==> config.mk <==
export PLATFORM = sky130hd
export DESIGN_NAME = onetosixteendemuxputblk_pipe4
export DESIGN_NICKNAME = d
export VERILOG_FILES = /design/src/rtl/onetosixteendemuxputblk_pipe4.sv
export SDC_FILE = /design/constraint.sdc
export NUM_CORES = 1
export LEC_CHECK = 0
export CORE_MARGIN = 4
export CORE_UTILIZATION = 44
export DETAILED_ROUTE_END_ITERATION = 8
export GPL_ROUTABILITY_DRIVEN = 0
export PLACE_DENSITY_LB_ADDON = 0.15
export SETUP_SLACK_MARGIN = 0.5
export SYNTH_ARGS = -nofsm -noshare
export SYNTH_HDL_FRONTEND = slang
export SYNTH_SLANG_ARGS = --single-unit
==> constraint.sdc <==
create_clock -name clk -period 1.6 [get_ports clk]
set_clock_uncertainty 0.2 [all_clocks]
set_input_delay 0.32 -clock clk [delete_from_list [all_inputs] [get_ports clk]]
set_output_delay 0.32 -clock clk [all_outputs]
set_load 0.1 [all_outputs]
==> src/rtl/onetosixteendemuxputblk_pipe4.sv <==
// Pipelined 1-to-16 sub-block scatter with ping-pong write qualification; 4 register stages sample-to-visible.
// No backpressure: one request accepted per cycle, dropped requests simply never commit.
module onetosixteendemuxputblk_pipe4 #(
  parameter int W = 8
) (
  input  logic         clk,
  input  logic         reset,
  input  logic         vldi,
  input  logic [3:0]   sel,
  input  logic [W-1:0] subblki,
  input  logic         needpang,
  input  logic         myturnpingpong,
  input  logic [3:0]   needpangstartinc,
  input  logic [3:0]   needpangendinc,
  input  logic         clrall,
  output logic [W-1:0] subblko0,
  output logic [W-1:0] subblko1,
  output logic [W-1:0] subblko2,
  output logic [W-1:0] subblko3,
  output logic [W-1:0] subblko4,
  output logic [W-1:0] subblko5,
  output logic [W-1:0] subblko6,
  output logic [W-1:0] subblko7,
  output logic [W-1:0] subblko8,
  output logic [W-1:0] subblko9,
  output logic [W-1:0] subblko10,
  output logic [W-1:0] subblko11,
  output logic [W-1:0] subblko12,
  output logic [W-1:0] subblko13,
  output logic [W-1:0] subblko14,
  output logic [W-1:0] subblko15,
  output logic [15:0]  blkvalido,
  output logic         putblko,
  output logic [3:0]   putselo
);

  typedef struct packed {
    logic         vld;
    logic [3:0]   sel;
    logic [W-1:0] dat;
    logic         needpang;
    logic         myturn;
    logic         outwin;
  } p0_t;

  typedef struct packed {
    logic         vld;
    logic         put;
    logic [3:0]   sel;
    logic [W-1:0] dat;
    logic         myturn;
  } p1_t;

  typedef struct packed {
    logic         commit;
    logic [15:0]  we;
    logic [3:0]   sel;
    logic [W-1:0] dat;
  } p2_t;

  p0_t p0_q;
  p1_t p1_q;
  p2_t p2_q;

  logic         outwin;
  logic         commit_d;
  logic [15:0]  we_d;
  logic [W-1:0] slot_q [16];

  // An inverted window (start > end) makes this true for every slot.
  assign outwin = (sel < needpangstartinc) || (sel > needpangendinc);

  always_comb begin
    commit_d = p1_q.put && p1_q.myturn && p1_q.vld;
    we_d     = '0;
    if (commit_d) begin
      we_d[p1_q.sel] = 1'b1;
    end
  end

  always_ff @(posedge clk) begin
    if (reset) begin
      p0_q <= '0;
      p1_q <= '0;
      p2_q <= '0;
    end else begin
      p0_q.vld      <= vldi;
      p0_q.sel      <= sel;
      p0_q.dat      <= subblki;
      p0_q.needpang <= needpang;
      p0_q.myturn   <= myturnpingpong;
      p0_q.outwin   <= outwin;

      p1_q.vld    <= p0_q.vld;
      p1_q.put    <= p0_q.outwin || p0_q.needpang;
      p1_q.sel    <= p0_q.sel;
      p1_q.dat    <= p0_q.dat;
      p1_q.myturn <= p0_q.myturn;

      p2_q.commit <= commit_d;
      p2_q.we     <= we_d;
      p2_q.sel    <= p1_q.sel;
      p2_q.dat    <= p1_q.dat;
    end
  end

  // clrall is not pipelined: it acts on the edge it is sampled, and a commit on that edge still sets its bit.
  always_ff @(posedge clk) begin
    if (reset) begin
      blkvalido <= '0;
      putblko   <= 1'b0;
      putselo   <= '0;
      for (int i = 0; i < 16; i++) begin
        slot_q[i] <= '0;
      end
    end else begin
      if (clrall) begin
        blkvalido <= p2_q.we;
      end else begin
        blkvalido <= blkvalido | p2_q.we;
      end
      putblko <= p2_q.commit;
      if (p2_q.commit) begin
        putselo <= p2_q.sel;
      end
      for (int i = 0; i < 16; i++) begin
        if (p2_q.we[i]) begin
          slot_q[i] <= p2_q.dat;
        end
      end
    end
  end

  assign subblko0  = slot_q[0];
  assign subblko1  = slot_q[1];
  assign subblko2  = slot_q[2];
  assign subblko3  = slot_q[3];
  assign subblko4  = slot_q[4];
  assign subblko5  = slot_q[5];
  assign subblko6  = slot_q[6];
  assign subblko7  = slot_q[7];
  assign subblko8  = slot_q[8];
  assign subblko9  = slot_q[9];
  assign subblko10 = slot_q[10];
  assign subblko11 = slot_q[11];
  assign subblko12 = slot_q[12];
  assign subblko13 = slot_q[13];
  assign subblko14 = slot_q[14];
  assign subblko15 = slot_q[15];

endmodule

# Word level (Yosys, flattened, before mapping)
# Memory sizes are Yosys's and may differ from the RTL's.
# Cells that the tools add are included.
# Widths: inputs -> output; s select.
[op_classes]
n_lt_le_gt_ge = 4
n_reduce_logical = 6
muxes = 69
n_bitwise = 18
[op_table]
columns = ["operator", "n"]
rows = [
  ["$mux 8", 16],
  ["$mux 1", 51],
  ["$mux 16", 1],
  ["$or 1x1->1", 16],
  ["$or 16x16->16", 1],
  ["$lt 4x5->1 const B", 1],
  ["$demux 1 s4", 1],
  ["$ge 4x1->1 const B", 1],
  ["$gt 4x4->1", 1],
  ["$lt 4x4->1", 1],
  ["$logic_and 1x1->1", 3],
  ["$logic_or 1x1->1", 2],
  ["$reduce_or 2->1", 1],
  ["$not 1->1", 1],
]
[totals]
inputBits = 26
output_inout_bits = 149
ff_bits = 81
ramBits = 128
memories = 1
elab_cells = 116
[mem_list]
columns = ["memory", "depth", "word_bits", "read_ports", "rd_ports_with_merged_regs", "write_ports", "line_no", "source"]
rows = [
  ["slot_q", 16, 8, 16, 0, 16, "68", "logic [W-1:0] slot_q [16];"],
]

# Longest topological paths before layout
[depth]
ltp_word = 4
depth_mapped = 6
ltp_nobuf = 6

# Worst setup path after synthesis
# OpenSTA, ideal clock, no wires.
[synth_timing]
kind = "input to register"
from = "input port reset"
to = "memory slot_q[15][0], in the netlist slot_q[1][56] (enable)"
arrival_ps = 1014
setup_slack_ps = 76
required_time_ps = 1091
stages = 3
path_buffers = 2
cell_sequence = "clkbuf_1 -> clkbuf_1 -> or2_2"
[synth_rtl]
columns = ["item", "line_no", "source"]
rows = [
  ["start, declared", "7", "input logic reset,"],
  ["end, declared", "68", ""],
]

==> impl_results.md <==
- Status: finished with violations
- Failing checks: setup timing
- Port buffer count: 174
- Finished Layout Cells: 931
- Antenna violations before repair: 1
- HP Class: in2reg
- Layout overhead on the synthesized area: 77.1%
- IO Pins: 175
- Comb power frac: 0.122
- CTS buffer count: 21
- WHS: 0.0526 ns
- Required time of the critical path: 1.08 ns
- Core Area: 0.0154 mm²
- Main synth FF type: edfxtp_1
- Die area: 0.0179 mm²
- Clock Path Buffers: 3
- Reg power frac: 0.481
- Clock Power Share: 0.397
- Tightest Pin Transition: 0.327 ns
- Power Total: 12.3 mW
- H-tree levels: 1
- Fin. max-slew vios: 0
- Int Pwr: 9.22 mW
- Worst VDD drop: 649 µV
- CP Capture Type: output pin
- Top-count cell post-synth: edfxtp_1
- Cell Count Post-Placement: 851
- Largest family of logic cells by synthesized area: simple AND/OR/NAND/NOR gates
- Clock latency on the worst-skew pair: 0.49 ns
- Adder-cell share of the synthesized area: 0.0126
- Post-synthesis sequential area ratio: 0.783
- Wirelength per Cell: 19.3 µm
- Worst setup path category: reg2out
- Tmin final: 1.65 ns
- Number of flops mapped to enable cells by yosys: 128
- Cell family with most CP delay: flip-flops
- Hpwl dp: 11,400 µm
- Fmax: 0.607 GHz
- CP cell instances: buf_12
- Hold Fails Final Rpt: 0
- Layout cells sized above 1: 0.573
- Height of the die: 134 µm
- Synth warn: 0
- Max cap viols: 0
- Simple logic cell fraction of the synthesized area: 0.163
- Synth Area in Compound Gates: 0.0188
- Post-synthesis cell area: 0.00698 mm²
- Post-synth ARST share: 0
- Switch Pwr: 3.03 mW
- Xor/xnor share of the synthesized area: 0
- Clock Pin Slew Worst Setup and Hold Paths: 0.06 ns
- Sw frac: 0.247
- Residual DRC: 0
- Nets@finish: 737
- Clk root buf: clkbuf_16
- Synth top area share: 0.551
- Tcrit/Tclk final: 1.03
- Worst EP arrival: 1.13 ns
- Mapped Cells: 468
- Final instance area: 0.0124 mm²
- Startpoint Class: flip-flop
- Initial core utilization: 0.454
- Final core occ: 0.804
- Mux cell area share after synthesis: 0.00574
- Cell taking the most area after synthesis: edfxtp_1
- Total track usage: 0.197
- First-pass GRT wire length: 27,000 µm
- Yosys cell types: 25
- Syn_area_per_cell: 14.9 µm²
- Setup violators final: 123
- Post-route antenna net violation count: 0
- CTS tree: built
- CP Buf/Inv Count: 1
- Relative slew slack: 0.782
- Max incr delay on CP: 0.44 ns
- Critical path fanouts, max: 1
- Grt total ovfl: 0
- Width of the die: 134 µm
- Row count: 45
- Vias in the first global route: 4,487
- Synth Register Bits: 209
- Total wire length: 18,000 µm
- Via Count: 4,377
- Largest net degree at the start of global routing: 33
- Dpl cell area: 0.0109 mm²
- Register-to-Register Setup Slack: 0.19 ns
- P_leak: 4.94 nW
- Synthesized Nets: 501
- Post-synth top cells: 128 x edfxtp_1, 81 x dfxtp_1, 80 x and2_1, 44 x nor2b_1, 36 x nor2_1
- Sink Count: 209
- Via density: 4.70
- Drt first pass iters: 4
- Initial DRC count: 192
- Final Worst Setup Slack: -0.0478 ns
- RSZ-0062 raised after global routing: yes
- PwrDens: 992 mW/mm²
- Crit-path slowest cell: edfxtp_1
- Top area cells in the synthesized netlist: edfxtp_1 55%, dfxtp_1 23%, and2_1 7.2%
-- power by group through the flow --
stage          combinational [mW]  sequential (mW)  clock [mW]
2_1_floorplan               0.219             6.67           0
3_3_place_gp                 1.44             6.02           0
3_5_place_dp                 1.47             6.03           0
4_1_cts                      1.50             5.90        4.93
5_1_grt                      1.54             5.91        5.19
6_report                     1.50             5.90        4.86
-- what timing repair did --
item / CTS / global route
buffers inserted: 21 / 15
pin swaps: 47 / 40
resized for setup: 146 / 29
hold buffers: 1 / 2
hold endpoints to repair: 3 / 2
setup endpoints to repair: 354 / 413
gates cloned: 2 / 0
-- final timing paths --
path	start	endpoint	depth (start not counted)
min	sel[2]	p0_q[13]$_SDFF_PP0_	2
max reg2reg	p1_q[0]$_SDFF_PP0_	p2_q[12]$_SDFF_PP0_	3
min reg2reg	p1_q[6]$_SDFF_PP0_	p2_q[5]$_SDFF_PP0_	1
max	slot_q[0][43]$_SDFFCE_PN0P_	subblko5[3]	1
-- cell usage in the layout, fill, tap and decap left out, types with 7 or more instances in the layout --
cell and count:
or2_4 16, nor2_1 29, edfxtp_1 128, ha_4 7, buf_12 166, nor2b_1 41
clkbuf_16 23, dlygate4sd2_1 8, a21oi_1 16, dfxtp_1 43, buf_4 17, clkdlybuf4s50_1 12
and2_4 80, buf_6 14, dfxtp_4 31, dfxtp_2 7
-- cell families after synthesis --
kind of cell	Yosys count
AO/OA/AOI/OAI	24
adder cells (fa/ha/maj)	7
buffers and inverters	30
flip-flops	209
multiplexers	4
AND/OR/NAND/NOR	194
-- area by class of cell --
type / instances / area, µm²
diodes: 1 / 2.50
clock buffers: 24 / 568
clock inverters: 14 / 125
fillers: 750 / 3020
inverters: 10 / 63.8
multi-input cells: 229 / 1810
flip-flops and latches: 209 / 5590
well taps: 211 / 264
repair buffers: 233 / 3930
-- stage by stage --
stage | worst slack, ns | TNS (ns)
2_1_floorplan | 0.176 | 0
3_3_place_gp | -0.275 | -0.699
3_5_place_dp | -0.336 | -1.03
4_1_cts | -0.0653 | -4.58
5_1_grt | -0.0938 | -6.44
6_report | -0.0478 | -2.15
-- flip-flops by register name, indices dropped and copies added (netlist names) --
name       count
slot_q       128
putblko        1
blkvalido     16
p1_q          15
p0_q          16
putselo        4
p2_q          29
-- layer usage --
metal	share of wire	up-vias	global-route usage
met5	0	-	0
met4	0.026	0	0.0571
met3	0.065	31	0.0465
met2	0.51	156	0.351
met1	0.40	2129	0.239
li1	-	2061	-
No activity file was read; power rests on OpenSTA's default activity.
